==> src/rtl/cla16_arb_ctrl.sv <==
// -----------------------------------------------------------------------------
// cla16_arb_ctrl
// Two-requester round-robin sequencer in front of one shared, external
// combinational CLA add/sub unit. It takes one operation at a time, drives the
// adder from registered operands for a single cycle, captures sum/carry, works
// out signed overflow and returns a tagged result.
//
// Ports
//   clk, rst                   clock, synchronous active-high reset
//   r0_* / r1_*                requester op channels (valid/ready, a, b, sub, cin)
//   add_a/add_b/add_cin/add_sub  registered drive to the external adder
//   add_sum/add_cout           combinational result from the external adder
//   rsp_valid/rsp_ready        result channel handshake
//   rsp_id/rsp_sum/rsp_cout/rsp_ovf  result payload (rsp_cout=1 on sub: no borrow)
//   ops_done                   completed-op counter, wraps at 16 bits
// -----------------------------------------------------------------------------
module cla16_arb_ctrl #(
    parameter int DW      = 16,
    parameter int RR_INIT = 0
) (
    input  logic          clk,
    input  logic          rst,
    input  logic          r0_valid,
    output logic          r0_ready,
    input  logic [DW-1:0] r0_a,
    input  logic [DW-1:0] r0_b,
    input  logic          r0_sub,
    input  logic          r0_cin,
    input  logic          r1_valid,
    output logic          r1_ready,
    input  logic [DW-1:0] r1_a,
    input  logic [DW-1:0] r1_b,
    input  logic          r1_sub,
    input  logic          r1_cin,
    output logic [DW-1:0] add_a,
    output logic [DW-1:0] add_b,
    output logic          add_cin,
    output logic          add_sub,
    input  logic [DW-1:0] add_sum,
    input  logic          add_cout,
    output logic          rsp_valid,
    input  logic          rsp_ready,
    output logic          rsp_id,
    output logic [DW-1:0] rsp_sum,
    output logic          rsp_cout,
    output logic          rsp_ovf,
    output logic [15:0]   ops_done
);

    typedef enum logic [1:0] {
        ST_IDLE = 2'd0,
        ST_EXEC = 2'd1,
        ST_RESP = 2'd2
    } state_t;

    localparam logic RR_INIT_BIT = (RR_INIT != 0);

    // Signed overflow: operands effectively share a sign (b is inverted for
    // subtract) and the result sign differs from a.
    function automatic logic ovf_calc(input logic sub, input logic a_msb,
                                      input logic b_msb, input logic s_msb);
        logic same_sign;
        same_sign = (a_msb == b_msb);
        return (sub ? ~same_sign : same_sign) & (s_msb != a_msb);
    endfunction

    state_t          state_r;
    logic            ptr_r;
    logic [DW-1:0]   add_a_r;
    logic [DW-1:0]   add_b_r;
    logic            add_cin_r;
    logic            add_sub_r;
    logic            op_id_r;
    logic            rsp_valid_r;
    logic            rsp_id_r;
    logic [DW-1:0]   rsp_sum_r;
    logic            rsp_cout_r;
    logic            rsp_ovf_r;
    logic [15:0]     ops_done_r;

    logic            grant0_s;
    logic            grant1_s;
    logic            idle_s;
    logic [DW-1:0]   sel_a_s;
    logic [DW-1:0]   sel_b_s;
    logic            sel_sub_s;
    logic            sel_cin_s;

    // Round-robin grant: a lone requester always wins, a tie goes to ptr_r.
    always_comb begin
        grant0_s = 1'b0;
        grant1_s = 1'b0;
        if (r0_valid && r1_valid) begin
            grant0_s = ~ptr_r;
            grant1_s = ptr_r;
        end else begin
            grant0_s = r0_valid;
            grant1_s = r1_valid;
        end
    end

    // Operand mux from the granted requester.
    always_comb begin
        sel_a_s   = r0_a;
        sel_b_s   = r0_b;
        sel_sub_s = r0_sub;
        sel_cin_s = r0_cin;
        if (grant1_s) begin
            sel_a_s   = r1_a;
            sel_b_s   = r1_b;
            sel_sub_s = r1_sub;
            sel_cin_s = r1_cin;
        end else begin
            sel_a_s   = r0_a;
            sel_b_s   = r0_b;
            sel_sub_s = r0_sub;
            sel_cin_s = r0_cin;
        end
    end

    assign idle_s   = (state_r == ST_IDLE);
    assign r0_ready = idle_s & grant0_s;
    assign r1_ready = idle_s & grant1_s;

    // Sequencer. The adder drive registers are loaded on acceptance so the
    // adder sees the operands for exactly the EXEC cycle, and they hold their
    // value afterwards so the adder inputs stay quiet while idle.
    always_ff @(posedge clk) begin
        if (rst) begin
            state_r     <= ST_IDLE;
            ptr_r       <= RR_INIT_BIT;
            add_a_r     <= '0;
            add_b_r     <= '0;
            add_cin_r   <= 1'b0;
            add_sub_r   <= 1'b0;
            op_id_r     <= 1'b0;
            rsp_valid_r <= 1'b0;
            rsp_id_r    <= 1'b0;
            rsp_sum_r   <= '0;
            rsp_cout_r  <= 1'b0;
            rsp_ovf_r   <= 1'b0;
            ops_done_r  <= 16'd0;
        end else begin
            case (state_r)
                ST_IDLE: begin
                    if (grant0_s || grant1_s) begin
                        add_a_r   <= sel_a_s;
                        add_b_r   <= sel_b_s;
                        add_sub_r <= sel_sub_s;
                        // carry-in only means something for add
                        add_cin_r <= sel_sub_s ? 1'b0 : sel_cin_s;
                        op_id_r   <= grant1_s;
                        state_r   <= ST_EXEC;
                    end
                end
                ST_EXEC: begin
                    rsp_sum_r   <= add_sum;
                    rsp_cout_r  <= add_cout;
                    rsp_ovf_r   <= ovf_calc(add_sub_r, add_a_r[DW-1],
                                            add_b_r[DW-1], add_sum[DW-1]);
                    rsp_id_r    <= op_id_r;
                    rsp_valid_r <= 1'b1;
                    state_r     <= ST_RESP;
                end
                ST_RESP: begin
                    if (rsp_ready) begin
                        rsp_valid_r <= 1'b0;
                        ops_done_r  <= ops_done_r + 16'd1;
                        // the requester just served drops to second priority
                        ptr_r       <= ~rsp_id_r;
                        state_r     <= ST_IDLE;
                    end
                end
                default: begin
                    rsp_valid_r <= 1'b0;
                    state_r     <= ST_IDLE;
                end
            endcase
        end
    end

    assign add_a     = add_a_r;
    assign add_b     = add_b_r;
    assign add_cin   = add_cin_r;
    assign add_sub   = add_sub_r;
    assign rsp_valid = rsp_valid_r;
    assign rsp_id    = rsp_id_r;
    assign rsp_sum   = rsp_sum_r;
    assign rsp_cout  = rsp_cout_r;
    assign rsp_ovf   = rsp_ovf_r;
    assign ops_done  = ops_done_r;

endmodule

==> config.mk <==
export PLATFORM = sky130hd
export DESIGN_NAME = cla16_arb_ctrl
export DESIGN_NICKNAME = d
export VERILOG_FILES = /design/src/rtl/cla16_arb_ctrl.sv
export SDC_FILE = /design/constraint.sdc
export NUM_CORES = 1
export LEC_CHECK = 0
export CORE_MARGIN = 2
export CORE_UTILIZATION = 40
export CTS_CLUSTER_SIZE = 25
export DETAILED_ROUTE_END_ITERATION = 10
export PLACE_DENSITY_LB_ADDON = 0.1
export SKIP_LAST_GASP = 1
export SYNTH_ARGS = -nofsm -noshare
export SYNTH_HDL_FRONTEND = slang
export SYNTH_SLANG_ARGS = --single-unit
==> constraint.sdc <==
create_clock -name clk -period 1.6 [get_ports clk]
set_input_delay 0.32 -clock clk [delete_from_list [all_inputs] [get_ports clk]]
set_output_delay 0.32 -clock clk [all_outputs]
set_load 0.1 [all_outputs]
== Yosys cells after proc, flatten, opt, wreduce, memory -nomap -nowiden ==
Cells that the tools add are included.

* Flip-flop bits (word level): 74
* Latch bits: 0
* Bits in writable memories: 0
* ROM bits: 0
* Output and inout bits: 72
* Logic and storage cells: 47
* Memories: 0

* Add/sub/neg operators: 1
* $mul: 0
* Divide/modulo/power cells: 0
* Magnitude comparators: 0
* Equality and inequality tests: 6
* Shift operators: 0
* Mux-type cells: 13
* Bitwise gates (word level): 7
* Reduce and logical (&&, ||, !) cells: 7

{| class="wikitable"
|+ Operators by type and width
! operator !! count
|-
| 16-bit two-way mux || 2
|-
| 16-bit by 1-bit adder with 16-bit output (second input constant) || 1
|-
| 2-bit AND reduction || 4
|-
| 1-bit two-way mux || 7
|-
| 2-bit one-hot mux with 3 select lines || 1
|-
| 2-bit two-way mux || 2
|-
| 1-bit inverter || 4
|-
| 1-bit AND || 3
|-
| 1-bit one-hot mux with 3 select lines || 1
|-
| 2-bit by 1-bit == test with 1-bit output (second input constant) || 1
|-
| 2-bit == test (second input constant) || 1
|-
| 2-bit logical NOT || 1
|-
| 2-bit by 1-bit != test with 1-bit output (second input constant) || 1
|-
| 2-bit != test (second input constant) || 1
|-
| 1-bit == test || 1
|-
| 1-bit logical AND || 1
|-
| 1-bit logical OR || 1
|-
| 1-bit != test || 1
|}

== Depth between registers and ports, before layout ==
* Depth in word-level cells: 5
* Mapped depth: 6
* Mapped depth without buffers: 5

== Worst setup path after synthesis ==
Ideal clock, no wire load.

* Kind: register -> output
* From: reg state_r[1]
* To: out r0_ready
* Data arrival time: 2.277 ns
* Path slack: -0.997 ns
* Stages on the path, launching flop included: 4
* Path buffers: 1
* Cell sequence: dfxtp_1 > buf_4 > or3_1 > a21oi_1

* Longest elaborated chain between the ends: 2

{| class="wikitable"
|+ Ends and longest elaborated chain
! item !! RTL line !! source
|-
| from (decl) || 67 || <nowiki>state_t state_r;</nowiki>
|-
| from (signal assigned) || 130 || <nowiki>state_r <= ST_IDLE;</nowiki>
|-
| from (signal assigned) || 153 || <nowiki>state_r <= ST_EXEC;</nowiki>
|-
| from (signal assigned) || 163 || <nowiki>state_r <= ST_RESP;</nowiki>
|-
| 2-bit logical NOT || 121 || <nowiki>assign idle_s = (state_r == ST_IDLE);</nowiki>
|-
| 1-bit AND || 122 || <nowiki>assign r0_ready = idle_s & grant0_s;</nowiki>
|-
| to (decl) || 24 || <nowiki>output logic r0_ready,</nowiki>
|}

No other way between the ends.

== Worst setup path in the final report ==
* From: reg state_r[0]
* To: out r0_ready

The elaborated chain is that of the path after synthesis.

==> results.txt <==
Worst Path Buf+Inv = 1
Starting Density = 41.2%
worst skew pair latency = 340 ps
clk_skew = 9.17 ps
Tot Pwr = 6.46 mW
relative slew slack = 72.9%
CP required = 1280 ps
Critical Path Source Type = flip-flop
Synth cell types = 34
Cell Rows = 32
failing checks = negative setup slack
area of the multi-input gates = 0.00158 mm2
placed instance area = 0.00572 mm2
cells along the critical path = or3_4 -> a21oi_4 -> buf_12
I/O pin count = 162
Final Hold Viols = 0
CTS tree = done
GRT overflow = 0
CP endpoint kind = output pin
PD cells = 1070 mW/mm2
yosys synthesis warning count = 0
CTS H-Tree Depth = 3
drt drc = 0
Antenna Cells = 0
setup slack at placement = -346 ps
Final GP Congestion = 0.774
DP HPWL = 6900 um
clock slew at reported path FFs = 80 ps
antenna violations before repair = 0
Sequential Area = 0.00154 mm2
fin worst setup slack = -144 ps
Die H = 93.2 um
CP Max Fanout = 3
sequential element share of the synthesized area = 46.6%
GRT Util Overall = 21.9%
Slew @ Worst Pin = 406 ps
mapped cell area = 0.00318 mm2
RSZ-0062 raised after global routing = yes
CP peak stage delay = 380 ps
Max-Cap Viols = 0
FMAX = 573 MHz
first-pass GRT wire length = 15100 um
number of port buffers = 161
Lkg Pwr = 2.51 nW
Clk Tree Root Cell = clkbuf_8
Max Slew Vio Count = 0
Max stage delay cell, worst path = or3_4
drt pass-1 iters = 4
routed via count = 3145
largest net degree at the start of global routing = 61
Sink Count = 74
top cell family by delay on the critical path = simple AND/OR/NAND/NOR gates
DRT antenna net count = 0
status = complete, but fails checks
maximum vdd drop = 0.000607 V
DRT iter0 DRCs = 73
CP Data Arrival Time = 1420 ps
core box area = 0.00773 mm2
average size of a mapped cell = 9.04 um2
Die Width = 93.2 um
Synth Register Bits = 74
Layout area overhead = 89.8%
fill count = 510
Syn Nets = 443
CTS buffer count = 9
Crit Path Category = flip-flop to output pin
Final nets = 610
Hold Path Class = primary input to flip-flop
Final Cell Area = 0.00604 mm2
WL/cell = 14.9 um
layout cells sized above 1 = 26.9%
Cells after Synth = 352
period utilisation layout = 109%
total routed wirelength = 9320 um
vias in the first global route = 3215
fin crit period = 1740 ps
setup TNS = -278 ps
hold-fix buffers at CTS = 0
Die Area = 0.00868 mm2
routed vias/inst = 5.02
worst-case clock buffer depth = 2
# setup viols final = 2
[tightest hold or removal path: stages]
cell,delay [ps]
buf_2,150
nor2_1,90
mux2_1,130
[state kept, by name (all words and copies together), names as in the netlist]
name,cells
rsp_cout,1
ptr_r,1
add_cin,1
op_id_r,1
rsp_valid,1
rsp_ovf,1
rsp_id,1
add_b,16
add_a,16
ops_done,16
state_r,2
rsp_sum,16
add_sub,1
[logic make-up after synthesis]
| family | Yosys count | share of synthesized area (%) |
|---|---|---|
| fa+ha+maj | 1 | 0.393 |
| simple gates | 135 | 20.2 |
| mux | 37 | 11.8 |
| compound gates | 64 | 13.0 |
| buf+inv | 30 | 5.03 |
| flops | 74 | 46.6 |
| xor+xnor | 11 | 3.03 |
[metrics by stage]
| step | hold WS (ps) | utilization (%) | instances |
|---|---|---|---|
| floorplan | 432 | - | 352 |
| global placement | 452 | 74.0 | 607 |
| detailed placement | 466 | 74.0 | 607 |
| CTS | 357 | 77.8 | 625 |
| global route | 391 | 78.2 | 626 |
| finish | 369 | 78.2 | 626 |
[Yosys cell counts (all sizes together)]
library cell / n / area (um2)
a311oi: 1 / 8.76
nand3b: 2 / 27.5
a31o: 1 / 8.76
nor4: 5 / 31.3
nor3: 7 / 51.3
mux2: 2 / 26.3
clkbuf: 9 / 33.8
xnor2: 9 / 78.8
buf: 16 / 108
nand2: 42 / 158
mux2i: 35 / 350
nand2b: 2 / 12.5
xor2: 2 / 17.5
inv: 5 / 18.8
or3: 4 / 25.0
nand4b: 1 / 23.8
a21oi: 25 / 125
nor2b: 6 / 37.5
a211oi: 34 / 255
nor2: 59 / 221
nand4: 3 / 33.8
o21ai: 3 / 15.0
ha: 1 / 12.5
dfxtp: 74 / 1480
nand3: 4 / 20.0
[final cells by class]
class	instances	area share, %
multi-input combinational	248	26.1
clock buffer	11	2.69
inverter	5	0.373
timing repair buffer	181	41.5
sequential	74	25.5
clock inverter	5	1.74
tap	102	2.11
[what timing repair did]
action | CTS | global route
pin swaps | 1 | 1
resized for setup | 10 | 0
gates cloned | 0 | 1
endpoints found under the setup margin | 4 | 3
hold endpoints to repair | 0 | 0
setup buffers | 2 | 0
[routing by layer]
metal  global-route usage, %  up-vias  wire (um)
met1                    23.3     1477       3490
li1                        -     1552          -
met4                    9.93        0        243
met3                    7.57       18        675
met5                       0        -          0
met2                    39.1       98       4910
[cells in the final DEF (no fill, tap or decap), types with 9 or more instances in the layout]
cell type        instances
dfxtp_1                 55
clkbuf_8                10
mux2i_1                 35
buf_4                   18
buf_12                  73
nor2_1                  59
xnor2_1                  9
a211oi_1                34
nand2_1                 42
clkdlybuf4s50_1         86
dfxtp_4                 13
a21oi_1                 24
[final timing paths]
path	slack (ps)	depth (start not counted)	endpoint	from
worst min register to register	470	2	rsp_id	op_id_r
worst max-delay path	-140	3	r0_ready	state_r[0]
worst max register to register	100	5	add_a[5]	state_r[1]
worst min-delay path	370	3	ops_done[15]	rst
[power by group]
part	switching, mW	total (mW)	internal, mW
Clock	0.716	1.90	1.18
Sequential	0.159	2.13	1.97
Combinational	1.47	2.43	0.956
Note: power is estimated with default switching activity, not from simulation.
